**src/rtl/prog_mod_counter_pkg.sv**
```systemverilog
// Shared terminal-mode encoding for prog_mod_counter and sibling timers.
package prog_mod_counter_pkg;

   typedef enum logic {
      MODE_WRAP = 1'b0,
      MODE_SAT  = 1'b1
   } term_mode_e;

endpackage

```
**src/rtl/prog_mod_counter_prescaler.sv**
```systemverilog
// Prescaler for prog_mod_counter: emits one tick per (prescale+1) enabled clocks.
module tick_prescaler #(
   parameter int unsigned PRESCALE_W = 8
) (
   input  logic                  clk,
   input  logic                  reset,
   input  logic                  clr,
   input  logic                  en,
   input  logic [PRESCALE_W-1:0] prescale,
   output logic                  tick
);

   logic [PRESCALE_W-1:0] pre;

   // If prescale drops below pre, pre runs on to its maximum and rolls over to 0.
   assign tick = en && !clr && (pre == prescale);

   always_ff @(posedge clk or negedge reset) begin
      if (!reset) begin
         pre <= '0;
      end else if (clr) begin
         pre <= '0;
      end else if (en) begin
         pre <= tick ? '0 : pre + PRESCALE_W'(1);
      end
   end

endmodule

```
**src/rtl/prog_mod_counter.sv**
```systemverilog
// Up/down modulo counter with prescaler, load, clear and wrap/saturate terminal mode.
module prog_mod_counter
   import prog_mod_counter_pkg::*;
#(
   parameter int unsigned WIDTH      = 28,
   parameter int unsigned PRESCALE_W = 8,
   parameter int unsigned MODE       = 0
) (
   input  logic                  clk,
   input  logic                  reset,
   input  logic                  clear,
   input  logic                  load,
   input  logic [WIDTH-1:0]      load_val,
   input  logic                  en,
   input  logic                  up,
   input  logic [WIDTH-1:0]      limit,
   input  logic [PRESCALE_W-1:0] prescale,
   output logic [WIDTH-1:0]      count,
   output logic                  tc,
   output logic                  at_bound
);

   localparam term_mode_e TERM_MODE = term_mode_e'(MODE[0]);
   localparam bit         SAT_MODE  = (TERM_MODE == MODE_SAT);

   logic             step;
   logic [WIDTH-1:0] count_nx;
   logic             tc_nx;
   logic [WIDTH-1:0] count_inc;
   logic [WIDTH-1:0] count_dec;

   tick_prescaler #(
      .PRESCALE_W(PRESCALE_W)
   ) u_prescaler (
      .clk     (clk),
      .reset   (reset),
      .clr     (clear | load),
      .en      (en),
      .prescale(prescale),
      .tick    (step)
   );

   assign count_inc = count + WIDTH'(1);
   assign count_dec = count - WIDTH'(1);
   assign at_bound  = (up && (count >= limit)) || (!up && (count == '0));

   always_comb begin
      count_nx = count;
      tc_nx    = 1'b0;
      if (clear) begin
         count_nx = '0;
      end else if (load) begin
         count_nx = load_val;
      end else if (step) begin
         if (up) begin
            if (count < limit) begin
               count_nx = count_inc;
               tc_nx    = SAT_MODE && (count_inc == limit);
            end else if (SAT_MODE) begin
               // Pulling an over-range count down to limit is a landing; sitting at limit is not.
               count_nx = limit;
               tc_nx    = (count != limit);
            end else begin
               count_nx = '0;
               tc_nx    = 1'b1;
            end
         end else begin
            if (count != '0) begin
               count_nx = count_dec;
               tc_nx    = SAT_MODE && (count_dec == '0);
            end else if (!SAT_MODE) begin
               count_nx = limit;
               tc_nx    = 1'b1;
            end
         end
      end
   end

   always_ff @(posedge clk or negedge reset) begin
      if (!reset) begin
         count <= '0;
         tc    <= 1'b0;
      end else begin
         count <= count_nx;
         tc    <= tc_nx;
      end
   end

endmodule
```
**config.mk**
```make
export PLATFORM = sky130hd
export DESIGN_NAME = prog_mod_counter
export DESIGN_NICKNAME = d
export VERILOG_FILES = /design/src/rtl/prog_mod_counter_pkg.sv /design/src/rtl/prog_mod_counter_prescaler.sv /design/src/rtl/prog_mod_counter.sv
export SDC_FILE = /design/constraint.sdc
export NUM_CORES = 1
export LEC_CHECK = 0
export CAP_MARGIN = 10
export CORE_MARGIN = 2
export CORE_UTILIZATION = 52
export DETAILED_ROUTE_END_ITERATION = 12
export GPL_ROUTABILITY_DRIVEN = 0
export PLACE_DENSITY = 0.91
export SYNTH_ARGS = -nofsm -noshare
export SYNTH_HDL_FRONTEND = slang
export SYNTH_SLANG_ARGS = --single-unit
```
**constraint.sdc**
```tcl
create_clock -name clk -period 4.1 [get_ports clk]
set_input_delay 0.615 -clock clk [delete_from_list [all_inputs] [get_ports clk]]
set_output_delay 0.615 -clock clk [all_outputs]
set_load 0.02 [all_outputs]
```
==> out/summary.txt <==
Area share of the leading cell type in the synthesized netlist = 21.0%
Number of nets in the finished design = 777
Setup repair after global routing missed its margin = no
Number of standard-cell rows in the floorplan = 33
Final Core Density = 67.5%
Clock latency reported for the late side of the worst-skew pair = 0.31 ns
Die extent in x = 96.2 µm
Die boundary height = 96.2 µm
Routed vias = 5226
Worst-path fanout max = 3
Diode insertion count for antenna repair = 0
CP Class = in -> out
H-tree depth = 2
CTS Hold Buffers Added = 0
Maximum number of buffers from clock root to sink = 2
Count of unique library cells instantiated by Yosys = 61
Via density per instance = 6.69
Initial Utilization = 53.8%
Total area of sequential cells = 926 µm²
Min Clock Period, post-route = 3.99 ns
Count of boundary I/O pins = 100
Crit path DAT = 3.38 ns
Total setup violations reported at the end of the flow = 0
FMAX = 250 MHz
First-pass GRT wire length = 23.5 mm
Share of the cycle needed by the critical path after routing = 97.4%
Layout cell share with drive strength beyond 1 = 6.07%
Max-slew headroom = 36.3%
Reg2Reg Setup Slack = 0.94 ns
Post-CTS setup-driven buffer insertion count = 0
Top post-synthesis cells by area = dfrtp_1 21%, ha_1 9.1%, xnor2_1 5.4%
Max Cap Viol = 0
Type of the most critical hold path = in -> async
Placed instance area = 0.00540 mm²
Run status = completed
Terminus of the critical flop-to-flop path = count[12]
Post-synth net total = 709
Summed area of non-filler cells in the final layout = 0.00554 mm²
Remaining routing DRC violations = 0
Number of cells produced by synthesis = 607
Worst setup path startpoint = limit[26]
Fraction of the yosys area taken by sequential cells = 21.0%
Setup TNS after final layout = 0 ns
Number of cells in the finished layout apart from fillers = 781
Number of buffers added by the clock tree synthesis step = 5
CTS tree = yes
Count of state elements after synthesis = 37
LEAKAGE = 0.00228 µW
Vias in the first global route = 4948
Synthesis-to-finish area growth = 25.5%
Most used flip-flop cell after synthesis = dfrtp_1
Clock sink count = 37
Endpoints failing hold = 0
Tightest Pin Transition = 0.956 ns
Total power density per cell area = 284 mW/mm²
Root buffer cell = clkbuf_8
Share of synthesized registers carrying an async set or reset = 100%
Number of antenna violations at the first check in global routing = 0
Number of design-rule violations left by the first detailed-router iteration = 572
Count of buffers inserted at the top-level ports = 99
Pre-Repair DR Iteration Count = 6
Number of synthesis warnings = 0
Count of pins over their slew limit = 0
Capture point of the worst path = at_bound
Worst clock skew = 0.00355 ns
Netlist area before placement = 0.00442 mm²
Total placed cells including tap cells = 773
Clock slew at the register clock pins of the worst setup and hold paths = 0.09 ns
Post-synth top area cell = dfrtp_1
Full die area = 0.00925 mm²
Number of fill cells in the layout = 673
Largest net degree at the start of global routing = 39
Count of antenna-violating nets left after detailed routing = 0
Congestion Overflow GR = 0
Area occupied by multi-input gates = 0.00312 mm²
Floorplan core area = 0.00822 mm²
Post-detail-place hpwl = 10.8 mm
WL per Instance = 19.3 µm
Category of the worst setup path launch point = primary input
Average cell area after synthesis = 7.28 µm²
VDD IR-drop max = 0.195 mV
Start of the worst register-to-register path = count[0]
GRT Overall Usage = 32.2%
Routed Wire Length = 15.1 mm
Number of enable flip-flop cells after synthesis = 0
Critical path capture point type = output pin
Number of cells on the worst reg-to-reg path = 9
Worst EP required = 3.48 ns
per-stage QoR:
| step | hold slack (ns) | power (µW) | setup slack, ns |
|---|---|---|---|
| floorplan | 0.319 | 894 | 0.494 |
| global placement | 0.551 | 1120 | 0.190 |
| detailed placement | 0.579 | 1150 | 0.112 |
| CTS | 0.480 | 1540 | 0.103 |
| global route | 0.512 | 1640 | 0.00317 |
| finish | 0.433 | 1570 | 0.106 |
layout make-up:
class                           instances  area share [%]
Sequential cell                        37            16.7
Clock buffer                            5            1.24
Timing Repair Buffer                  112            19.5
Clock inverter                          3            1.17
Tap cell                              105            2.37
Inverter                               41            2.78
Multi-Input combinational cell        478            56.2
worst max-delay path: stages:
cell	delay, ns
clkdlybuf4s50_1	0.45
inv_1	0.06
ha_1	0.33
a21oi_1	0.16
nand2_1	0.07
a211o_1	0.29
or4_1	0.59
nor2_2	0.15
o21ai_0	0.10
clkdlybuf4s50_1	0.56
cell usage after synthesis (3+ instances only):
library cell,n
a2111oi_0,3
a2111oi_2,4
a211o_1,5
a211oi_1,11
a21o_1,4
a21oi_1,42
a221o_1,3
a22oi_1,3
a311oi_1,5
a31oi_1,12
a41oi_1,4
and3_1,9
buf_1,4
buf_2,4
buf_6,3
clkbuf_1,39
dfrtp_1,37
ha_1,32
inv_1,41
nand2_1,47
nand2b_1,11
nand3_1,33
nand4_1,15
nor2_1,59
nor2b_1,3
nor3_1,27
nor4_1,11
o211ai_1,8
o21a_1,4
o21ai_0,20
o21ai_1,3
o22ai_1,4
o311ai_0,5
or2_2,4
or3_1,11
xnor2_1,27
xor2_1,21
placed cells by master (no fill, tap or decap), drive strengths merged, types with 7 or more instances in the layout:
cell / Yosys / layout
o21ai: 23 / 23
ha: 32 / 32
nand2b: 11 / 11
a31oi: 12 / 12
o211ai: 8 / 8
xnor2: 27 / 27
a2111oi: 7 / 7
buf: 12 / 14
nor4: 11 / 11
a21oi: 42 / 42
nand3: 33 / 33
clkdlybuf4s50: 0 / 98
nor2: 61 / 61
nor3: 28 / 28
nand4: 15 / 15
and3: 9 / 9
inv: 41 / 41
xor2: 21 / 21
dfrtp: 37 / 37
or3: 11 / 11
a211oi: 13 / 13
nand2: 47 / 47
registers in the layout, summed over array words and instances, names as in the netlist:
signal and flops:
u_prescaler.pre 8, tc 1, count 28
where the power goes:
part / switching (µW) / leakage (µW) / total, µW / internal (µW)
combinational: 363 / 0.00171 / 667 / 304
clock: 164 / 0.0000681 / 407 / 242
sequential: 106 / 0.000496 / 501 / 395
per-layer routing:
metal	track usage [%]	part of all wire (%)	up-vias
met3	7.20	13	85
met4	15.1	4.4	0
met1	41.5	38	2378
met2	51.0	44	434
li1	-	-	2329
met5	0	0	-
worst min-delay path by stage:
stage	to	slack, ns
2_1_floorplan	count[0]	0.32
3_3_place_gp	u_prescaler.pre[7]	0.55
3_5_place_dp	u_prescaler.pre[7]	0.58
4_1_cts	count[8]	0.48
5_1_grt	count[2]	0.51
6_report	u_prescaler.pre[7]	0.43
kinds of logic (layout without fill, tap and decap cells):
| kind of cell | Yosys count | count (layout) | share of synthesized area (%) |
|---|---|---|---|
| XOR/XNOR | 48 | 48 | 9.52 |
| flip-flops | 37 | 37 | 21.0 |
| AO/OA/AOI/OAI | 152 | 152 | 23.8 |
| AND/OR/NAND/NOR | 246 | 246 | 28.0 |
| buffers and inverters | 92 | 161 | 8.70 |
| adder cells (fa/ha/maj) | 32 | 32 | 9.07 |
what timing repair did:
action                                 CTS  global route
endpoints found under the hold margin    0             0
setup endpoints to repair                0             1
resized for setup                        0             1
Note: power is estimated with default switching activity, not from simulation.
